===== src/rtl/pic_host_sequencer_if.sv =====
// Signal bundle between the host sequencer and the PIC pins / core side.
// master = sequencer, slave = PIC plus core.
interface pic_host_sequencer_if;
   logic       chip_select_n;
   logic       write_enable_n;
   logic [7:0] address;
   logic [7:0] data_bus_out;
   logic [7:0] data_bus_in;
   logic       interrupt_to_cpu;
   logic       interrupt_acknowledge_n;
   logic       init_done;
   logic       vector_valid;
   logic [7:0] vector_data;
   logic       vector_ready;
   logic       eoi_request;
   logic       busy;

   modport master (
      output chip_select_n, write_enable_n, address, data_bus_out,
      output interrupt_acknowledge_n, init_done, vector_valid, vector_data, busy,
      input  data_bus_in, interrupt_to_cpu, vector_ready, eoi_request
   );

   modport slave (
      input  chip_select_n, write_enable_n, address, data_bus_out,
      input  interrupt_acknowledge_n, init_done, vector_valid, vector_data, busy,
      output data_bus_in, interrupt_to_cpu, vector_ready, eoi_request
   );
endinterface


===== src/rtl/pic_host_sequencer.sv =====
// Host-side bus sequencer for an 8259A: programs it after reset, runs the
// two-pulse INTA cycle to fetch vectors and issues non-specific EOIs.
module pic_host_sequencer #(
   parameter logic [7:0] ICW1         = 8'h13,
   parameter logic [7:0] ICW2         = 8'h20,
   parameter logic [7:0] ICW3         = 8'h00,
   parameter logic [7:0] ICW4         = 8'h01,
   parameter logic [7:0] OCW1_MASK    = 8'hFE,
   parameter int         PULSE_CYCLES = 2,
   parameter int         GAP_CYCLES   = 1
) (
   input logic                  clock,
   input logic                  reset_n,
   pic_host_sequencer_if.master bus
);

   typedef enum logic [3:0] {
      S_INIT, S_WR_SETUP, S_WR_STROBE, S_WR_HOLD, S_WR_GAP,
      S_IDLE, S_INTA1, S_INTA_GAP, S_INTA2, S_VEC_HOLD
   } state_t;

   typedef struct packed {
      logic       a0;
      logic [7:0] data;
   } pic_wr_t;

   localparam logic [2:0]  IDX_DONE   = 3'd5;
   localparam logic [15:0] PULSE_LAST = 16'(PULSE_CYCLES - 1);
   localparam logic [15:0] GAP_LAST   = 16'(GAP_CYCLES - 1);
   localparam logic [7:0]  OCW2_EOI   = 8'h20;

   // Init list slots: 0 ICW1, 1 ICW2, 2 ICW3, 3 ICW4, 4 OCW1 mask.
   function automatic pic_wr_t init_word(input logic [2:0] idx);
      pic_wr_t w;
      case (idx)
         3'd0:    w = '{a0: 1'b0, data: ICW1};
         3'd1:    w = '{a0: 1'b1, data: ICW2};
         3'd2:    w = '{a0: 1'b1, data: ICW3};
         3'd3:    w = '{a0: 1'b1, data: ICW4};
         default: w = '{a0: 1'b1, data: OCW1_MASK};
      endcase
      return w;
   endfunction

   function automatic logic [2:0] next_idx(input logic [2:0] idx);
      logic [2:0] n;
      case (idx)
         3'd0:    n = 3'd1;
         3'd1:    n = !ICW1[1] ? 3'd2 : (ICW1[0] ? 3'd3 : 3'd4);
         3'd2:    n = ICW1[0] ? 3'd3 : 3'd4;
         3'd3:    n = 3'd4;
         default: n = IDX_DONE;
      endcase
      return n;
   endfunction

   state_t      state, next_state;
   logic [15:0] cnt;
   logic [2:0]  wr_idx, idx_n;
   logic        wr_eoi, eoi_n;
   logic        launch_eoi;
   logic        eoi_pend;
   logic        int_q;
   logic        init_done_q;
   logic        vec_valid;
   logic [7:0]  vec_q;
   logic        cs_n, we_n, inta_n, a0_q;
   logic [7:0]  dout_q;
   pic_wr_t     wr_word;

   always_ff @(posedge clock or negedge reset_n) begin
      if (!reset_n) state <= S_INIT;
      else          state <= next_state;
   end

   always_comb begin
      next_state = state;
      idx_n      = wr_idx;
      eoi_n      = wr_eoi;
      launch_eoi = 1'b0;
      case (state)
         S_INIT: begin
            next_state = S_WR_SETUP;
            idx_n      = 3'd0;
            eoi_n      = 1'b0;
         end
         S_WR_SETUP:  next_state = S_WR_STROBE;
         S_WR_STROBE: if (cnt == PULSE_LAST) next_state = S_WR_HOLD;
         S_WR_HOLD:   next_state = S_WR_GAP;
         S_WR_GAP: begin
            if (wr_eoi || next_idx(wr_idx) == IDX_DONE) begin
               next_state = S_IDLE;
            end else begin
               next_state = S_WR_SETUP;
               idx_n      = next_idx(wr_idx);
            end
         end
         // A pending EOI always wins over a new acknowledge cycle.
         S_IDLE: begin
            if (eoi_pend) begin
               next_state = S_WR_SETUP;
               eoi_n      = 1'b1;
               launch_eoi = 1'b1;
            end else if (init_done_q && !vec_valid && int_q) begin
               next_state = S_INTA1;
            end
         end
         S_INTA1:    if (cnt == PULSE_LAST) next_state = S_INTA_GAP;
         S_INTA_GAP: if (cnt == GAP_LAST)   next_state = S_INTA2;
         S_INTA2:    if (cnt == PULSE_LAST) next_state = S_VEC_HOLD;
         S_VEC_HOLD: next_state = S_IDLE;
         default:    next_state = S_INIT;
      endcase
   end

   assign wr_word = eoi_n ? '{a0: 1'b0, data: OCW2_EOI} : init_word(idx_n);

   // Pin strobes are registered off next_state so they change cleanly on the edge.
   always_ff @(posedge clock or negedge reset_n) begin
      if (!reset_n) begin
         cnt         <= '0;
         wr_idx      <= '0;
         wr_eoi      <= 1'b0;
         eoi_pend    <= 1'b0;
         int_q       <= 1'b0;
         init_done_q <= 1'b0;
         vec_valid   <= 1'b0;
         vec_q       <= '0;
         cs_n        <= 1'b1;
         we_n        <= 1'b1;
         inta_n      <= 1'b1;
         a0_q        <= 1'b0;
         dout_q      <= '0;
      end else begin
         cnt         <= (next_state != state) ? '0 : cnt + 16'd1;
         wr_idx      <= idx_n;
         wr_eoi      <= eoi_n;
         int_q       <= bus.interrupt_to_cpu;
         eoi_pend    <= launch_eoi ? 1'b0 : (eoi_pend | bus.eoi_request);
         init_done_q <= init_done_q | (next_state == S_IDLE);
         cs_n        <= !(next_state inside {S_WR_SETUP, S_WR_STROBE, S_WR_HOLD});
         we_n        <= (next_state != S_WR_STROBE);
         inta_n      <= !(next_state inside {S_INTA1, S_INTA2});
         if (next_state == S_WR_SETUP && state != S_WR_SETUP) begin
            a0_q   <= wr_word.a0;
            dout_q <= wr_word.data;
         end
         if (state == S_INTA2 && next_state == S_VEC_HOLD) begin
            vec_q     <= bus.data_bus_in;
            vec_valid <= 1'b1;
         end else if (vec_valid && bus.vector_ready) begin
            vec_valid <= 1'b0;
         end
      end
   end

   assign bus.chip_select_n           = cs_n;
   assign bus.write_enable_n          = we_n;
   assign bus.address                 = {7'b0, a0_q};
   assign bus.data_bus_out            = dout_q;
   assign bus.interrupt_acknowledge_n = inta_n;
   assign bus.init_done               = init_done_q;
   assign bus.vector_valid            = vec_valid;
   assign bus.vector_data             = vec_q;
   assign bus.busy                    = (state != S_IDLE);

endmodule

===== src/flat_wrapper.sv =====
// flat-port wrapper written by rule: the top's interface ports become plain ports
module pic_host_sequencer_flat 
#(
   parameter logic [7:0] ICW1         = 8'h13,
   parameter logic [7:0] ICW2         = 8'h20,
   parameter logic [7:0] ICW3         = 8'h00,
   parameter logic [7:0] ICW4         = 8'h01,
   parameter logic [7:0] OCW1_MASK    = 8'hFE,
   parameter int         PULSE_CYCLES = 2,
   parameter int         GAP_CYCLES   = 1
)
  (clock, reset_n, bus_chip_select_n, bus_write_enable_n, bus_address, bus_data_bus_out, bus_interrupt_acknowledge_n, bus_init_done, bus_vector_valid, bus_vector_data, bus_busy, bus_data_bus_in, bus_interrupt_to_cpu, bus_vector_ready, bus_eoi_request);
  pic_host_sequencer_if bus_i ();
  input logic clock;
  input logic reset_n;
  output wire logic [$bits(bus_i.chip_select_n)-1:0] bus_chip_select_n;
  output wire logic [$bits(bus_i.write_enable_n)-1:0] bus_write_enable_n;
  output wire logic [$bits(bus_i.address)-1:0] bus_address;
  output wire logic [$bits(bus_i.data_bus_out)-1:0] bus_data_bus_out;
  output wire logic [$bits(bus_i.interrupt_acknowledge_n)-1:0] bus_interrupt_acknowledge_n;
  output wire logic [$bits(bus_i.init_done)-1:0] bus_init_done;
  output wire logic [$bits(bus_i.vector_valid)-1:0] bus_vector_valid;
  output wire logic [$bits(bus_i.vector_data)-1:0] bus_vector_data;
  output wire logic [$bits(bus_i.busy)-1:0] bus_busy;
  input wire logic [$bits(bus_i.data_bus_in)-1:0] bus_data_bus_in;
  input wire logic [$bits(bus_i.interrupt_to_cpu)-1:0] bus_interrupt_to_cpu;
  input wire logic [$bits(bus_i.vector_ready)-1:0] bus_vector_ready;
  input wire logic [$bits(bus_i.eoi_request)-1:0] bus_eoi_request;
  assign bus_chip_select_n = bus_i.chip_select_n;
  assign bus_write_enable_n = bus_i.write_enable_n;
  assign bus_address = bus_i.address;
  assign bus_data_bus_out = bus_i.data_bus_out;
  assign bus_interrupt_acknowledge_n = bus_i.interrupt_acknowledge_n;
  assign bus_init_done = bus_i.init_done;
  assign bus_vector_valid = bus_i.vector_valid;
  assign bus_vector_data = bus_i.vector_data;
  assign bus_busy = bus_i.busy;
  assign bus_i.data_bus_in = bus_data_bus_in;
  assign bus_i.interrupt_to_cpu = bus_interrupt_to_cpu;
  assign bus_i.vector_ready = bus_vector_ready;
  assign bus_i.eoi_request = bus_eoi_request;
  pic_host_sequencer #(.ICW1(ICW1), .ICW2(ICW2), .ICW3(ICW3), .ICW4(ICW4), .OCW1_MASK(OCW1_MASK), .PULSE_CYCLES(PULSE_CYCLES), .GAP_CYCLES(GAP_CYCLES)) u_core (.clock(clock), .reset_n(reset_n), .bus(bus_i));
endmodule

===== config.mk =====
export PLATFORM = sky130hd
export DESIGN_NAME = pic_host_sequencer_flat
export DESIGN_NICKNAME = d
export VERILOG_FILES = /design/src/rtl/pic_host_sequencer_if.sv /design/src/rtl/pic_host_sequencer.sv /design/src/flat_wrapper.sv
export SDC_FILE = /design/constraint.sdc
export NUM_CORES = 1
export LEC_CHECK = 0
export CORE_UTILIZATION = 50
export CTS_BUF_LIST = sky130_fd_sc_hd__clkbuf_4 sky130_fd_sc_hd__clkbuf_8
export DETAILED_ROUTE_END_ITERATION = 7
export PLACE_DENSITY = 0.79
export SLEW_MARGIN = 20
export SYNTH_ARGS = -nofsm -noshare
export SYNTH_HDL_FRONTEND = slang
export SYNTH_SLANG_ARGS = --single-unit

===== constraint.sdc =====
create_clock -name clock -period 4.05 [get_ports clock]
set_clock_uncertainty 0.15 [all_clocks]
set_input_delay 0.405 -clock clock [delete_from_list [all_inputs] [get_ports clock]]
set_output_delay 0.405 -clock clock [all_outputs]
set_load 0.03 [all_outputs]

==> flow_metrics.env, run 1 <==
export IMPL_first_iter_violations=93
export IMPL_die_x_um=70.34
export IMPL_core_area_um2=4414
export IMPL_end_kind="primary output"
export IMPL_p_leak_nw=1.174
export IMPL_antenna_found_initial=0
export IMPL_critPathLaunchType="register"
export IMPL_ys_ff_latch=44
export IMPL_postRouteAntennaNets=0
export IMPL_grt_first_pass_wirelength_mm=7.300
export IMPL_first_global_vias=1638
export IMPL_slew_viol_final=0
export IMPL_place_congestion=0.9419
export IMPL_wl_mm=4.291
export IMPL_synth_common_cells="dfrtp_1, nor2_1, inv_1, buf_4, nor3_1"
export IMPL_status="completed"
export IMPL_num_io_pins=43
export IMPL_fillCellCount=379
export IMPL_period_share_pct=66.63
export IMPL_path_max_fanout=16
export IMPL_worst_setup_path_type="register to primary output"
export IMPL_synth_flop_cell="dfrtp_1"
export IMPL_pre_cts_slack_ns=1.502
export IMPL_post_dp_hpwl_mm=3.094
export IMPL_fmax_ghz=0.3706
export IMPL_cp_arrival_ns=2.14
export IMPL_wl_per_cell_um=13.62
export IMPL_hold_violations=0
export IMPL_firstDrtPassIters=4
export IMPL_cts_path_max_buffers=2
export IMPL_cts_resized=0
export IMPL_path_cells="nor2b_1 -> nand2_1 -> clkdlybuf4s50_1"
export IMPL_tightest_slew_ns=0.9551
export IMPL_clkLatencyLatePin_ns=0.30
export IMPL_synth_edf_count=0
export IMPL_cts_tree="built"
export IMPL_yosysUniqueCellTypes=48
export IMPL_synth_top_cell_by_area="dfrtp_1"
export IMPL_fp_dieArea_um2=4947
export IMPL_die_h_um=70.34
export IMPL_syn_area_um2=2335
export IMPL_synth_top_area_share_pct=43.94
export IMPL_rows=24
export IMPL_n_antenna_cell=0
export IMPL_h_tree_depth=2
export IMPL_vias=1724
export IMPL_worstPathRequired_ns=3.49
export IMPL_yosysWarnings=0
export IMPL_start_util_pct=52.89
export IMPL_drive_above_1_share_pct=12.93
export IMPL_synth_seq_area_share_pct=47.32
export IMPL_drc=0
export IMPL_p_per_area_nw_per_um2=699.0
export IMPL_area_growth_pct=17.58
export IMPL_relSlewSlack_pct=36.33
export IMPL_setup_viol_count_final=0
export IMPL_viasPerCell=5.473
export IMPL_syn_area_per_cell_um2=9.978
export IMPL_root_buffer="clkbuf_8"
export IMPL_tns_ns=0
export IMPL_synthArstFlopShare_pct=100.0
export IMPL_slowest_stage="dfrtp_1"
export IMPL_cts_sinks=44
export IMPL_grt_max_degree=45
export IMPL_post_cts_buffers=0
export IMPL_fin_nets=278
export IMPL_portBuffers=35
export IMPL_syn_instance_count=234
export IMPL_cts_made_buffers=5
export IMPL_min_period_ns=2.698
export IMPL_ctsHoldBuffers=0
export IMPL_grtUsageTotal_pct=18.58
export IMPL_cpPeakStageDelay_ns=0.68
export IMPL_synth_most_common_cell="dfrtp_1"
export IMPL_rsz0062_at_grt="false"
export IMPL_setup_slack_ns=1.352
export IMPL_cap_violations=0
export IMPL_min_path_type="primary input to asynchronous set/reset pin"
export IMPL_grt_ovfl_total=0
export IMPL_clkTransAtPathRegs_ns=0.08
export IMPL_ir_worst_vdd_v=0.0003540
export IMPL_yosys_top_cells_area="dfrtp_1, mux2_2, nor2_1, buf_4, xnor2_1"
==> path summary, 6_finish.rpt <==
kind | start | endpoint | slack (ns) | depth (start not counted)
worst max-delay path | u_core.state[0] | bus_busy | 1.35 | 3
worst min-delay path | reset_n | u_core.state[3] | 0.11 | 1
worst max register to register | u_core.cnt[12] | u_core.bus.vector_data[6] | 1.54 | 4
worst min register to register | u_core.bus.init_done | u_core.bus.init_done | 0.34 | 1
max in group asynchronous | reset_n | u_core.wr_idx[1] | 3.05 | 1
min in group clock | u_core.bus.init_done | u_core.bus.init_done | 0.34 | 1
==> report_power, final <==
group / internal, mW / switching (mW) / total (mW)
clock: 0.190 / 0.140 / 0.330
combinational: 0.381 / 0.524 / 0.906
sequential: 0.545 / 0.138 / 0.683
==> logic make-up (layout without fill, tap and decap cells) <==
| kind of cell | count (synthesis) | in the layout | synth area share [%] |
|---|---|---|---|
| AO/OA/AOI/OAI | 36 | 36 | 11.42 |
| XOR/XNOR | 15 | 15 | 5.627 |
| adder cells (fa/ha/maj) | 3 | 3 | 1.608 |
| buffers and inverters | 36 | 59 | 8.306 |
| flip-flops | 44 | 44 | 47.32 |
| multiplexers | 12 | 12 | 5.734 |
| other | 1 | 7 | 0.1606 |
| AND/OR/NAND/NOR | 87 | 87 | 19.83 |
==> worst max-delay path, delay by kind of cell, from the launching register on <==
family / cells / cell delay [ns]
and+or+nand+nor: 2 / 0.55
buffers and inverters: 1 / 0.60
DFF: 1 / 0.68
==> layer usage <==
metal	vias up	wire, um	GRT usage [%]	share of wire [%]
met1	826	1937	23.58	45
met4	0	64	6.889	1.5
met2	48	2111	31.75	49
met5	-	0	0	0
li1	843	-	-	-
met3	7	178	3.030	4.1
==> per-stage QoR <==
| step | instances | util, % | hold slack (ns) | total power [mW] | instance area [um^2] |
|---|---|---|---|---|---|
| final | 315 | 62.19 | 0.1057 | 1.919 | 2745 |
| after CTS | 315 | 62.19 | 0.1428 | 1.932 | 2745 |
| after detailed placement | 307 | 59.67 | 0.3344 | 1.595 | 2634 |
| after floorplan | 240 | - | -0.04059 | 1.386 | 2357 |
| after global routing | 315 | 62.19 | 0.1975 | 2.044 | 2745 |
| after global placement | 307 | 59.67 | 0.3277 | 1.577 | 2634 |
==> flip-flops by register name (all words and copies together) (netlist names) <==
signal                              count
u_core.bus.chip_select_n                1
u_core.eoi_pend                         1
u_core.bus.vector_valid                 1
u_core.bus.interrupt_acknowledge_n      1
u_core.wr_idx                           3
u_core.a0_q                             1
u_core.bus.write_enable_n               1
u_core.cnt                             16
u_core.bus.init_done                    1
u_core.int_q                            1
u_core.bus.data_bus_out                 4
u_core.wr_eoi                           1
u_core.bus.vector_data                  8
u_core.state                            4
==> cell usage in the layout (no fill, tap or decap), types with 4 or more instances in the layout <==
cell and instances:
clkdlybuf4s50_1 34, a21oi_1 8, xor2_1 4, nor4_1 6, inv_1 16, clkbuf_8 5
nand3_1 9, xnor2_1 11, mux2_2 11, dfrtp_1 41, conb_1 7, nor3_1 12
nand2_1 11, o21ai_0 7, nor2_1 31
==> final cells by class <==
cell class / instances / area, um^2 / share of cell area [%]
clock inverters: 2 / 35.03 / 1.276
well taps: 52 / 65.06 / 2.370
inverters: 16 / 60.06 / 2.188
flip-flops and latches: 44 / 1105 / 40.25
clock buffers: 6 / 76.32 / 2.780
multi-input cells: 160 / 1059 / 38.56
repair buffers: 35 / 345.3 / 12.58
No activity file was read; power rests on OpenSTA's default activity.
==> run 2, diff against run 1 <==
CORE_UTILIZATION = 49   (was 50)
PLACE_DENSITY = 0.81   (was 0.79)
clock period = 2.25 ns   (was 4.05 ns; I/O delays follow)
==> run 2 against run 1 <==
Effect of this change: routed wire length up 8.5%; clock-buffer cell count up 2; critical endpoint is now u_core.bus.data_bus_out[5]; sequential share of layout area down 2.5 points; highest routed layer unchanged; global-route usage up 1.8 points; the run now ends with design-rule violations left; die area up 2.0%; critical path depth up 2; sequential power up 67%; first-iteration DRC count down 27%; setup slack worse by 1.2 ns; largest cell class unchanged; clock power up 64%.
==> flow_metrics.env, run 2 (synthesized netlist as in run 1, its figures left out) <==
export IMPL_finalPower_mw=3.625
export IMPL_cts_tree="built"
export IMPL_grt_ovfl_total=0
export IMPL_dpl_cell_area_um2=2759
export IMPL_grt_first_pass_wirelength_mm=7.941
export IMPL_relSlewSlack_pct=65.09
export IMPL_p_per_area_nw_per_um2=1239
export IMPL_min_period_ns=2.136
export IMPL_num_io_pins=43
export IMPL_post_dp_hpwl_mm=3.443
export IMPL_vias=1817
export IMPL_slew_viol_final=0
export IMPL_critPathLaunchType="register"
export IMPL_start_util_pct=52.18
export IMPL_period_share_pct=94.93
export IMPL_place_congestion=0.9369
export IMPL_viasPerCell=5.473
export IMPL_worstPathRequired_ns=2.28
export IMPL_first_global_vias=1798
export IMPL_fin_nets=295
export IMPL_portBuffers=35
export IMPL_tns_ns=0
export IMPL_cts_sinks=44
export IMPL_die_h_um=71.03
export IMPL_r2r_start="u_core.state[3]"
export IMPL_cap_violations=0
export IMPL_clkTransAtPathRegs_ns=0.08
export IMPL_postRouteAntennaNets=0
export IMPL_end_kind="register"
export IMPL_tightest_slew_ns=0.5237
export IMPL_p_leak_nw=1.277
export IMPL_worst_setup_path_type="register to register"
export IMPL_area_growth_pct=25.29
export IMPL_wl_mm=4.654
export IMPL_largest_reg_flops=16
export IMPL_drc=2
export IMPL_hold_violations=0
export IMPL_firstDrtPassIters=6
export IMPL_clkLatencyLatePin_ns=0.29
export IMPL_grt_max_degree=24
export IMPL_mostFrequentLayoutCells="dfrtp_1, clkdlybuf4s50_1, nor2_1"
export IMPL_ir_worst_vdd_v=0.0005184
export IMPL_top_register="u_core.cnt"
export IMPL_path_max_fanout=6
export IMPL_core_area_um2=4474
export IMPL_whs_ns=0.2396
export IMPL_final_cells=332
export IMPL_die_x_um=71.03
export IMPL_status="finished, violations left"
export IMPL_antenna_found_initial=0
export IMPL_dpl_cell_count=322
export IMPL_fp_dieArea_um2=5045
export IMPL_cts_path_max_buffers=2
export IMPL_finish_instance_area_um2=2925
export IMPL_drive_above_1_share_pct=19.29
export IMPL_wl_per_cell_um=14.02
export IMPL_hp_start="bus_interrupt_to_cpu"
export IMPL_setup_viol_count_final=0
export IMPL_cp_startpoint="u_core.state[3]"
export IMPL_root_buffer="clkbuf_8"
export IMPL_fmax_ghz=0.4682
export IMPL_final_common_cell="dfrtp_1"
export IMPL_cp_arrival_ns=2.17
export IMPL_min_path_type="primary input to register"
export IMPL_rows=24
export IMPL_cts_made_buffers=5
export IMPL_violations="design-rule violations"
export IMPL_h_tree_depth=2
export IMPL_n_antenna_cell=0
export IMPL_first_iter_violations=68
export IMPL_grtUsageTotal_pct=20.35
## run 2: metrics by stage
stage | setup WS, ns | util [%]
finish | 0.1140 | 65.38
global route | -0.0005680 | 65.38
CTS | 0.009615 | 64.40
detailed placement | 0.01539 | 61.66
global placement | 0.04896 | 61.66
floorplan | 0.1157 | -
## run 2: final cells by class
type                       instances  area, um^2
clock buffer                       8       103.9
fill                             335        1549
inverter                          16       60.06
multi-input combinational        160        1089
sequential                        44        1105
tap                               52       65.06
timing repair buffer              52       503.0
## run 2: path summary, 6_finish.rpt
check                                                          end  slack [ns]  depth (start not counted)
worst max-delay path                    u_core.bus.data_bus_out[5]        0.11                          5
worst min-delay path                                  u_core.int_q        0.24                          1
worst max register to register          u_core.bus.data_bus_out[5]        0.11                          5
worst min register to register                       u_core.cnt[0]        0.34                          1
max in group asynchronous       u_core.bus.interrupt_acknowledge_n        1.10                          3
min in group asynchronous                         u_core.wr_idx[1]        0.29                          2
## run 2: what timing repair did
item / CTS / global route
gates resized for setup: 2 / 4
endpoints found under the hold margin: 19 / 0
endpoints found under the setup margin: 3 / 32
hold buffers: 1 / 0
pin swaps: 0 / 1
setup buffers: 0 / 1
## run 2: routing by layer
| layer | global-route usage, % | vias to the layer above | share of wire, % |
|---|---|---|---|
| met5 | 0 | - | 0 |
| met4 | 7.556 | 0 | 2.1 |
| met3 | 5.413 | 10 | 4.8 |
| met2 | 35.47 | 61 | 49 |
| met1 | 24.20 | 864 | 44 |
| li1 | - | 882 | - |
## run 2: where the power goes
| group | switching, mW | internal (mW) |
|---|---|---|
| clock network | 0.248 | 0.292 |
| logic | 1.09 | 0.856 |
| registers | 0.159 | 0.983 |
| total | 1.49 | 2.13 |
## run 2: critical path, cell delays in order, from the launching register on
cell     delay, ns
dfrtp_1       0.43
or3b_4        0.41
a211o_1       0.33
o22ai_4       0.22
nand4_4       0.18
mux2_2        0.30
==> run 3, diff against run 2 <==
CTS_CLUSTER_DIAMETER = 100   (was not set)
==> results of run 3 <==
No change in the layout: final DEF, timing and power equal those of run 2.
